File: src/rtl/elastic_pkg.sv
// Shared constants and helpers for the elastic valid/ready pipeline.
package elastic_pkg;

   localparam int DEF_WIDTH = 8;
   localparam int DEF_DEPTH = 4;

   function automatic int occ_width(input int depth);
      return $clog2(depth + 1);
   endfunction

endpackage

File: src/rtl/elastic_stage.sv
// One valid/data register of the elastic pipeline; it is ready whenever it is
// empty or its downstream neighbour is ready.
module elastic_stage
   import elastic_pkg::*;
#(
   parameter int WIDTH = DEF_WIDTH
) (
   input  logic             clk,
   input  logic             rst_n,
   input  logic             i_flush,
   input  logic             i_up_valid,
   input  logic [WIDTH-1:0] i_up_data,
   input  logic             i_dn_ready,
   output logic             o_ready,
   output logic             o_valid,
   output logic [WIDTH-1:0] o_data
);

   logic             r_valid;
   logic [WIDTH-1:0] r_data;

   assign o_ready = !r_valid | i_dn_ready;
   assign o_valid = r_valid;
   assign o_data  = r_data;

   // Data only moves with a valid word, so an empty stage keeps showing its last word.
   always_ff @(posedge clk or negedge rst_n) begin
      if (!rst_n) begin
         r_valid <= 1'b0;
         r_data  <= '0;
      end else if (i_flush) begin
         r_valid <= 1'b0;
      end else if (o_ready) begin
         r_valid <= i_up_valid;
         if (i_up_valid) r_data <= i_up_data;
      end
   end

endmodule

File: src/rtl/elastic_pipe.sv
// DEPTH-stage valid/ready register pipeline with bubble collapse, flush and a
// registered occupancy count.
module elastic_pipe
   import elastic_pkg::*;
#(
   parameter int WIDTH = DEF_WIDTH,
   parameter int DEPTH = DEF_DEPTH
) (
   input  logic                         clk,
   input  logic                         rst_n,
   input  logic                         flush,
   input  logic                         in_valid,
   output logic                         in_ready,
   input  logic [WIDTH-1:0]             in_data,
   output logic                         out_valid,
   input  logic                         out_ready,
   output logic [WIDTH-1:0]             out_data,
   output logic [occ_width(DEPTH)-1:0]  occupancy
);

   localparam int OCC_W = occ_width(DEPTH);

   logic             w_valid [DEPTH];
   logic [WIDTH-1:0] w_data  [DEPTH];
   logic             w_rdy   [DEPTH+1];
   logic             w_in_xfer;
   logic             w_out_xfer;
   logic [OCC_W-1:0] r_occ;

   assign w_rdy[DEPTH] = out_ready;

   for (genvar i = 0; i < DEPTH; i++) begin : g_stage
      logic             w_up_valid;
      logic [WIDTH-1:0] w_up_data;

      if (i == 0) begin : g_head
         assign w_up_valid = in_valid;
         assign w_up_data  = in_data;
      end else begin : g_body
         assign w_up_valid = w_valid[i-1];
         assign w_up_data  = w_data[i-1];
      end

      elastic_stage #(.WIDTH(WIDTH)) u_stage (
         .clk        (clk),
         .rst_n      (rst_n),
         .i_flush    (flush),
         .i_up_valid (w_up_valid),
         .i_up_data  (w_up_data),
         .i_dn_ready (w_rdy[i+1]),
         .o_ready    (w_rdy[i]),
         .o_valid    (w_valid[i]),
         .o_data     (w_data[i])
      );
   end

   assign in_ready   = w_rdy[0] & !flush & rst_n;
   assign out_valid  = w_valid[DEPTH-1];
   assign out_data   = w_data[DEPTH-1];
   assign w_in_xfer  = in_valid & in_ready;
   assign w_out_xfer = out_valid & out_ready;

   // Stages shift without creating or losing words, so the population only
   // changes by the boundary transfers.
   always_ff @(posedge clk or negedge rst_n) begin
      if (!rst_n) begin
         r_occ <= '0;
      end else if (flush) begin
         r_occ <= '0;
      end else if (w_in_xfer && !w_out_xfer) begin
         r_occ <= r_occ + OCC_W'(1);
      end else if (!w_in_xfer && w_out_xfer) begin
         r_occ <= r_occ - OCC_W'(1);
      end
   end

   assign occupancy = r_occ;

endmodule

File: config.mk
export PLATFORM = sky130hd
export DESIGN_NAME = elastic_pipe
export DESIGN_NICKNAME = d
export VERILOG_FILES = /design/src/rtl/elastic_pkg.sv /design/src/rtl/elastic_stage.sv /design/src/rtl/elastic_pipe.sv
export SDC_FILE = /design/constraint.sdc
export NUM_CORES = 1
export LEC_CHECK = 0
export CAP_MARGIN = 20
export CORE_MARGIN = 1.5
export CORE_UTILIZATION = 49
export CTS_BUF_LIST = sky130_fd_sc_hd__clkbuf_8
export DETAILED_ROUTE_END_ITERATION = 10
export PLACE_DENSITY = 0.85
export SLEW_MARGIN = 0
export SYNTH_ARGS = -nofsm -noshare
export SYNTH_HDL_FRONTEND = slang
export SYNTH_SLANG_ARGS = --single-unit
File: constraint.sdc
create_clock -name clk -period 2 [get_ports clk]
set_clock_uncertainty 0.1 [all_clocks]
set_input_delay 0.4 -clock clk [delete_from_list [all_inputs] [get_ports clk]]
set_output_delay 0.4 -clock clk [all_outputs]
set_load 0.02 [all_outputs]
# Word level (Yosys, flattened, before mapping)
# Cells that the tools add are included.
# word_totals
register_bits,39
in_bits,13
output_inout_bits,13
wordCells,49
# op_classes
add_sub_neg,2
mux,11
n_bitwise,9
n_reduce_logical,18
# ops
op,n
$reduce_and 3->1,4
$mux 3,3
$mux 1,8
$reduce_bool 2->1,4
$logic_not 1->1,7
$and 1x1->1,4
$or 1x1->1,4
$add 3x1->3 const B,1
$reduce_bool 3->1,1
$sub 3x1->3 const B,1
$logic_and 1x1->1,2
$not 1->1,1

# Longest topological paths before layout
# Gate-level depths: netlist (run 1).
# logic_depth
word_depth,13
depth_mapped,6
ltp_nobuf,6

# Cells and area by module
# From an unflattened synthesis (run 1), not the netlist that was laid out.
# hier_totals
hier_cells,113
hier_area_um2,1661.6
# by_module_without_submodules
mod,n_inst,cells_each,area_per_inst_um2,seq_area_each_um2
elastic_stage,4,22,359.1,225.2
elastic_pipe,1,25,225.2,75.1

# Least setup slack after synthesis (run 1)
# No wires, ideal clock.
# synth_timing
kind,reg2reg
start,register g_stage[3].u_stage.r_valid
end,register r_occ[2] (netlist: occupancy[2])
setup_time_ns,0.125
t_arrival_ns,1.841
setup_slack_ns,-0.066
path_stages_with_launch,6
synth_period_minus_slack_ns,2.066
path_cell_list,dfrtp_1 and4b_4 a221oi_2 fa_1 mux2i_1 mux2_2
# synth_between
elab_chain_cells,11
# synth_lines
item,line,rtl
start: declaration,elastic_stage.sv:19,logic r_valid;
start signal: assignment,elastic_stage.sv:34,r_valid <= i_up_valid;
$logic_not 1->1,elastic_stage.sv:22,assign o_ready = !r_valid | i_dn_ready;
$or 1x1->1 (4 in series),elastic_stage.sv:22,
$and 1x1->1 (2 in series),elastic_pipe.sv:57,assign in_ready = w_rdy[0] & !flush & rst_n;
$and 1x1->1,elastic_pipe.sv:60,assign w_in_xfer = in_valid & in_ready;
$logic_and 1x1->1 / $logic_not 1->1 (equally long branches),"elastic_pipe.sv:70, elastic_pipe.sv:72",
$mux 3 / $logic_and 1x1->1 (equally long branches),"elastic_pipe.sv:70, elastic_pipe.sv:72",
$mux 3 / $reduce_bool 3->1 (equally long branches),--,
end signal: assignment,elastic_pipe.sv:71,r_occ <= r_occ + OCC_W'(1);
end signal: assignment,elastic_pipe.sv:73,r_occ <= r_occ - OCC_W'(1);
end: declaration,elastic_pipe.sv:28,logic [OCC_W-1:0] r_occ;
# Several ways; a longest one is shown, not always the timed one.
# A chain may end at the register's enable or synchronous reset.

# Worst setup path in the final report (run 1)
# layout_timing
start,register g_stage[2].u_stage.r_valid
end,register r_occ[2] (netlist: occupancy[2])
# layout_between
elab_chain_cells,10
# layout_lines
item,line
start: declaration,elastic_stage.sv:19
start signal: assignment,elastic_stage.sv:34
$logic_not 1->1 (*),elastic_stage.sv:22
$or 1x1->1 (*) (3 in series),elastic_stage.sv:22
$and 1x1->1 (*) (2 in series),elastic_pipe.sv:57
$and 1x1->1 (*),elastic_pipe.sv:60
$logic_and 1x1->1 / $logic_not 1->1 (equally long branches),"elastic_pipe.sv:70, elastic_pipe.sv:72"
$mux 3 / $logic_and 1x1->1 (equally long branches),"elastic_pipe.sv:70, elastic_pipe.sv:72"
$mux 3 / $reduce_bool 3->1 (equally long branches),--
# Mark *: on every way between the ends. The rest lies on a longest branch, timed or not.

==> results of run 1 <==
sequential cells by signal, indices dropped and copies added (netlist names):
name	flops
g_stage.u_stage.o_data	32
g_stage.u_stage.o_valid	4
occupancy	3
cell usage after synthesis:
master,count
a21oi_1,1
a221oi_2,1
and2_4,1
and2b_2,1
and3_2,1
and4b_4,1
buf_2,1
clkbuf_1,1
dfrtp_1,39
fa_1,1
inv_1,2
mux2_2,33
mux2i_1,1
nand2_1,1
nand3b_1,2
nor2_1,9
nor2b_1,1
nor3_1,1
nor3b_1,2
nor3b_2,1
nor3b_4,1
o21ai_0,2
o41ai_1,1
or3b_1,1
critical path, cell delays in order (launching register included):
cell,delay (ps)
dfrtp_1,380
and4b_4,220
buf_6,120
a221oi_4,250
fa_2,270
mux2i_2,260
mux2_4,320
what timing repair did:
item / 4_1_cts / 5_1_grt
gates resized for setup: 9 / 5
pin swaps: 2 / 3
endpoints found under the setup margin: 4 / 2
setup buffers: 2 / 1
hold endpoints to repair: 0 / 0
cloned: 0 / 0
path summary, 6_finish.rpt:
| check | start | slack, ps | end | depth (start not counted) |
|---|---|---|---|---|
| min | rst_n | 110 | g_stage[0].u_stage.o_data[7] | 2 |
| min in group clk | g_stage[3].u_stage.o_data[4] | 410 | g_stage[3].u_stage.o_data[4] | 1 |
| min reg2reg | g_stage[3].u_stage.o_data[4] | 410 | g_stage[3].u_stage.o_data[4] | 1 |
| max in group asynchronous | rst_n | 1340 | g_stage[3].u_stage.o_valid | 2 |
| max reg2reg | g_stage[2].u_stage.o_valid | -30 | occupancy[2] | 6 |
| max | g_stage[2].u_stage.o_valid | -30 | occupancy[2] | 6 |
cell families after synthesis:
family / synth area share, %
and+or+nand+nor: 9.91
DFF: 61.4
buffers and inverters: 1.02
AOI/OAI and AO/OA: 2.44
muxes: 24.0
adders and majority gates: 1.26
power groups by stage:
| stage | sequential [mW] | combinational, mW | clock, mW |
|---|---|---|---|
| after floorplan | 1.16 | 0.211 | 0 |
| after global placement | 1.10 | 0.487 | 0 |
| after detailed placement | 1.12 | 0.510 | 0 |
| after CTS | 1.10 | 0.512 | 0.779 |
| after global routing | 1.13 | 0.550 | 0.813 |
| final | 1.10 | 0.512 | 0.759 |
per-stage QoR:
step / std cells / hold slack, ps
2_1_floorplan: 106 / 4.41
3_3_place_gp: 187 / 387
3_5_place_dp: 187 / 396
4_1_cts: 197 / 99.7
5_1_grt: 198 / 135
6_report: 198 / 106
cell usage in the layout, fill, tap and decap left out:
cell type,synthesis,layout
a21oi_1,1,1
o21ai_0,2,1
clkdlybuf4s50_1,0,20
o21ai_1,0,1
fa_2,0,1
dlymetal6s2s_1,0,1
buf_6,0,1
nor3b_1,2,2
or3b_1,1,1
dlygate4sd2_1,0,2
nor3b_2,1,1
mux2_4,0,1
and2b_2,1,1
nor2b_1,1,1
clkbuf_8,0,5
nand3b_1,2,2
a221oi_4,0,1
buf_12,0,2
and2_4,1,1
buf_4,0,14
dfrtp_2,0,1
mux2i_2,0,1
inv_1,2,3
and4b_4,1,1
o41ai_2,0,1
nand2_1,1,1
and3_2,1,1
dfrtp_1,39,38
mux2_2,33,32
buf_2,1,2
nor2_1,9,9
bufinv_16,0,2
nor3_1,1,1
nor3b_4,1,1
cell type report:
type,count,share of cell area [%]
clock inverter,3,2.91
tap,44,2.51
multi-input combinational,63,28.5
sequential,39,44.5
clock buffer,5,3.13
timing repair buffer,42,18.1
inverter,2,0.342
metal layers:
| metal | global-route usage (%) | vias to the layer above | part of all wire, % |
|---|---|---|---|
| met4 | 10.5 | 0 | 2.8 |
| met5 | 0 | - | 0 |
| li1 | - | 468 | - |
| met1 | 23.4 | 515 | 41 |
| met3 | 6.49 | 5 | 4.2 |
| met2 | 30.9 | 26 | 51 |
==> results_dict.tcl, run 1 <==
set metrics [dict create \
    dieArea_sq_um 3600 \
    multi_input_area_sq_um 627 \
    synth_cell_type_count 24 \
    period_share_pct 101 \
    fp.dieH_um 60.0 \
    initial_utilization_pct 51.7 \
    area_delta_synth_final_pct 38.1 \
    synth.area.top_cells "dfrtp_1, mux2_2, nor2_1" \
    ctsHoldBuffers 0 \
    pwr-share-seq_pct 46.5 \
    drive_above_1_share_pct 45.5 \
    power_density_nw_per_um2 1080 \
    core_sq_um 3080 \
    drt_iter0_markers 21 \
    path_clk_slew_ps 70 \
    ys_ff_latch 39 \
    preCtsSetupSlack_ps -593 \
    die_x_um 60.0 \
    htree_num_levels 2 \
    syn-instance-count 106 \
    ir_worst_vdd_mv 0.713 \
    post_dp_cell_area_sq_um 2020 \
    io_pins 26 \
    yosysSeqAreaShare_pct 61.4 \
    critPathRequiredTime_ps 2080 \
    io_buffers 25 \
    maxCapViolCount 0 \
    p_comb_share_pct 21.6 \
    worstSetupPathType "reg -> reg" \
    seqCellArea_sq_um 977 \
    grt_max_degree 40 \
    synth_top_cell_by_area "dfrtp_1" \
    syn_area_sq_um 1590 \
    start_kind "flop" \
    rsz0062_at_grt "yes" \
    violations "setup timing" \
    fin_ws_ps -28.8 \
    timing.setup.tns_ps -28.8 \
    cp.arrival_ps 2110 \
    final_nets 167 \
    drc 0 \
    report.final.slew_viol_count 0 \
    design_area_sq_um 2200 \
    first_global_vias 1030 \
    cp_max_fo 2 \
    n_antenna_cell 0 \
    numCtsBuffers 5 \
    p_total_mw 2.37 \
    final_antenna_net_count 0 \
    yosysWarnings 0 \
    avgSynthCellArea_sq_um 15.0 \
    vias 1014 \
    hold_viol 0 \
    fin_crit_ps 2030 \
    gp_congestion 0.752 \
    clockPowerShare_pct 32.0 \
    fmax_mhz 493 \
    switching_share_pct 24.5 \
    cts_sinks 39 \
    cts-root-buf "clkbuf_8" \
    clock_path_buffers 2 \
    grt_overflow 0 \
    antenna_found_initial 0 \
    crit_path_end_kind "flop" \
    num_rows 20 \
    status "finished, violations left" \
    synth_top_area_share_pct 61.4 \
    cts_tree "done" \
    syn-num-nets 120 \
    routed_wl_um 2970 \
    intPower_mw 1.79 \
    wire_per_inst_um 15.0 \
    clk_latency_ps 290 \
    track_usage_pct 19.5 \
    hp-class "in -> async" \
    dr.pass1.iters 4 \
    vias_per_cell 5.12 \
    fill_cells 213 \
    switchingPower_mw 0.582 \
    slew_headroom_pct 68.3 \
    dp_hpwl_um 2080 \
    post-route-util_pct 71.3 \
    leakagePower_nw 0.990 \
    setup_violations 1 \
    grt_pass1_wl_um 4800 \
    worst_slew_pin_slew_ps 476 \
]
Power figures use the tool's default switching activity.
==> run 2: changes to the inputs <==
--- a/config.mk
+++ b/config.mk
@@ -6,9 +6,11 @@
 export NUM_CORES = 1
 export LEC_CHECK = 0
 export CAP_MARGIN = 20
+export CORE_ASPECT_RATIO = 1.4
 export CORE_MARGIN = 1.5
 export CORE_UTILIZATION = 49
 export CTS_BUF_LIST = sky130_fd_sc_hd__clkbuf_8
+export CTS_CLUSTER_DIAMETER = 200
 export DETAILED_ROUTE_END_ITERATION = 10
 export PLACE_DENSITY = 0.85
 export SLEW_MARGIN = 0
==> run 2 against run 1 <==
First-iteration DRC count down 62%. The flow still finishes with violations (setup timing). Design area down 0.40%. Core utilization decreased by 0.63 points. Fmax is 0.39% lower. Hold slack lost 44 ps. Clock-buffer cell count unchanged. Largest power group unchanged. Die area is 0.12% higher.
==> results_dict.tcl, run 2 (same netlist as run 1, synthesis figures left out) <==
set metrics [dict create \
    placedCellCount 189 \
    track_usage_pct 21.4 \
    critPathMaxStageDelay_ps 410 \
    grt_max_degree 33 \
    period_share_pct 102 \
    die_x_um 51.1 \
    io_buffers 25 \
    wire_per_inst_um 15.6 \
    ff2ff_setup_slack_ps -40 \
    drt_iter0_markers 8 \
    crit_family "multiplexers" \
    grt_overflow 0 \
    fin_ws_ps -36.8 \
    cts-root-buf "clkbuf_8" \
    crit_cells 6 \
    status "finished, violations left" \
    path_cells "and4b_4 > buf_6 > a221oi_4 > fa_2 > mux2i_1 > mux2_2" \
    setup_violations 1 \
    power_density_nw_per_um2 1030 \
    dp_hpwl_um 2340 \
    p_total_mw 2.25 \
    cts_sinks 39 \
    fill_cells 216 \
    fp.dieH_um 70.4 \
    grt_pass1_wl_um 5440 \
    vias_per_cell 5.18 \
    final_nets 174 \
    leakagePower_nw 0.987 \
    layout_commonest_cell "dfrtp_1" \
    htree_num_levels 2 \
    post-route-util_pct 70.7 \
    cp-endpoint "occupancy[2]" \
    drc 0 \
    numCtsBuffers 5 \
    slew_headroom_pct 74.4 \
    hold_viol 0 \
    stdcell_count 200 \
    critPathRequiredTime_ps 2080 \
    worstSetupPathType "reg -> reg" \
    n_antenna_cell 0 \
    reg2reg_from "g_stage[3].u_stage.o_valid" \
    path_clk_slew_ps 90 \
    final_antenna_net_count 0 \
    ir_worst_vdd_mv 0.830 \
    seqCellArea_sq_um 977 \
    violations "setup timing" \
    preCtsSetupSlack_ps -609 \
    timing.setup.tns_ps -36.8 \
    drive_above_1_share_pct 46.6 \
    antenna_found_initial 0 \
    gp_congestion 0.718 \
    cts_tree "done" \
    worstReg2RegEnd "occupancy[2]" \
    final_cell_mix "dfrtp_1, mux2_2, buf_4" \
    clk_latency_ps 300 \
    dr.pass1.iters 4 \
    clock_path_buffers 2 \
    crit_path_end_kind "flop" \
    fmax_mhz 491 \
    cp_slowest_cell "dfrtp_2" \
    crit_path_start "g_stage[3].u_stage.o_valid" \
    first_global_vias 1134 \
    largest_register_ffs 32 \
    cp.arrival_ps 2110 \
    io_pins 26 \
    path_buf_inv 1 \
    fin_crit_ps 2040 \
    report.final.slew_viol_count 0 \
    maxCapViolCount 0 \
    multi_input_area_sq_um 617 \
    vias 1036 \
    start_kind "flop" \
    initial_utilization_pct 51.4 \
    num_rows 24 \
    worst_slew_pin_slew_ps 385 \
    core_sq_um 3090 \
    dieArea_sq_um 3600 \
    rsz0062_at_grt "yes" \
    hp-class "in -> async" \
    area_delta_synth_final_pct 37.5 \
    routed_wl_um 3130 \
    cp_max_fo 2 \
    worst_r2r_path_depth 6 \
]
==> run 2: routing by layer <==
metal | up-vias | global-route usage (%) | part of all wire [%] | wire [um]
met5 | - | 0 | 0 | 0
met4 | 0 | 9.01 | 2.1 | 66
met3 | 7 | 7.26 | 3.6 | 112
met2 | 23 | 35.4 | 55 | 1730
met1 | 525 | 24.7 | 39 | 1220
li1 | 481 | - | - | -
==> run 2: layout make-up <==
| class | instances | area share (%) |
|---|---|---|
| Multi-Input combinational cell | 63 | 28.2 |
| Timing Repair Buffer | 49 | 19.5 |
| Clock buffer | 5 | 3.15 |
| Sequential cell | 39 | 44.7 |
| Inverter | 2 | 0.343 |
| Clock inverter | 3 | 1.89 |
| Tap cell | 39 | 2.23 |
==> run 2: where the power goes <==
part / leakage (nW) / switching [mW] / internal, mW
combinational: 0.447 / 0.210 / 0.309
clock: 0.0556 / 0.278 / 0.367
sequential: 0.484 / 0.0980 / 0.991
total: 0.987 / 0.586 / 1.67
==> run 2: worst min-delay path by stage <==
stage,slack (ps),endpoint,start
floorplan,4,g_stage[0].u_stage.o_data[0],rst_n
global placement,260,g_stage[0].u_stage.o_valid,rst_n
detailed placement,270,g_stage[0].u_stage.o_valid,rst_n
CTS,70,g_stage[3].u_stage.o_data[0],rst_n
global route,90,g_stage[3].u_stage.o_data[0],rst_n
finish,60,g_stage[3].u_stage.o_data[0],rst_n
==> run 2: repair_timing <==
item,in CTS,in global routing
endpoints found under the setup margin,9,3
pin swaps,3,1
gates resized for setup,10,2
endpoints found under the hold margin,7,0
setup buffers,2,0
hold buffers,1,0
==> run 2: per-stage QoR <==
stage,instance area [sq um],hold WS (ps)
after floorplan,1600,4.41
after global placement,2050,259
after detailed placement,2050,269
after CTS,2180,69.8
after global routing,2190,95.0
final,2190,62.0
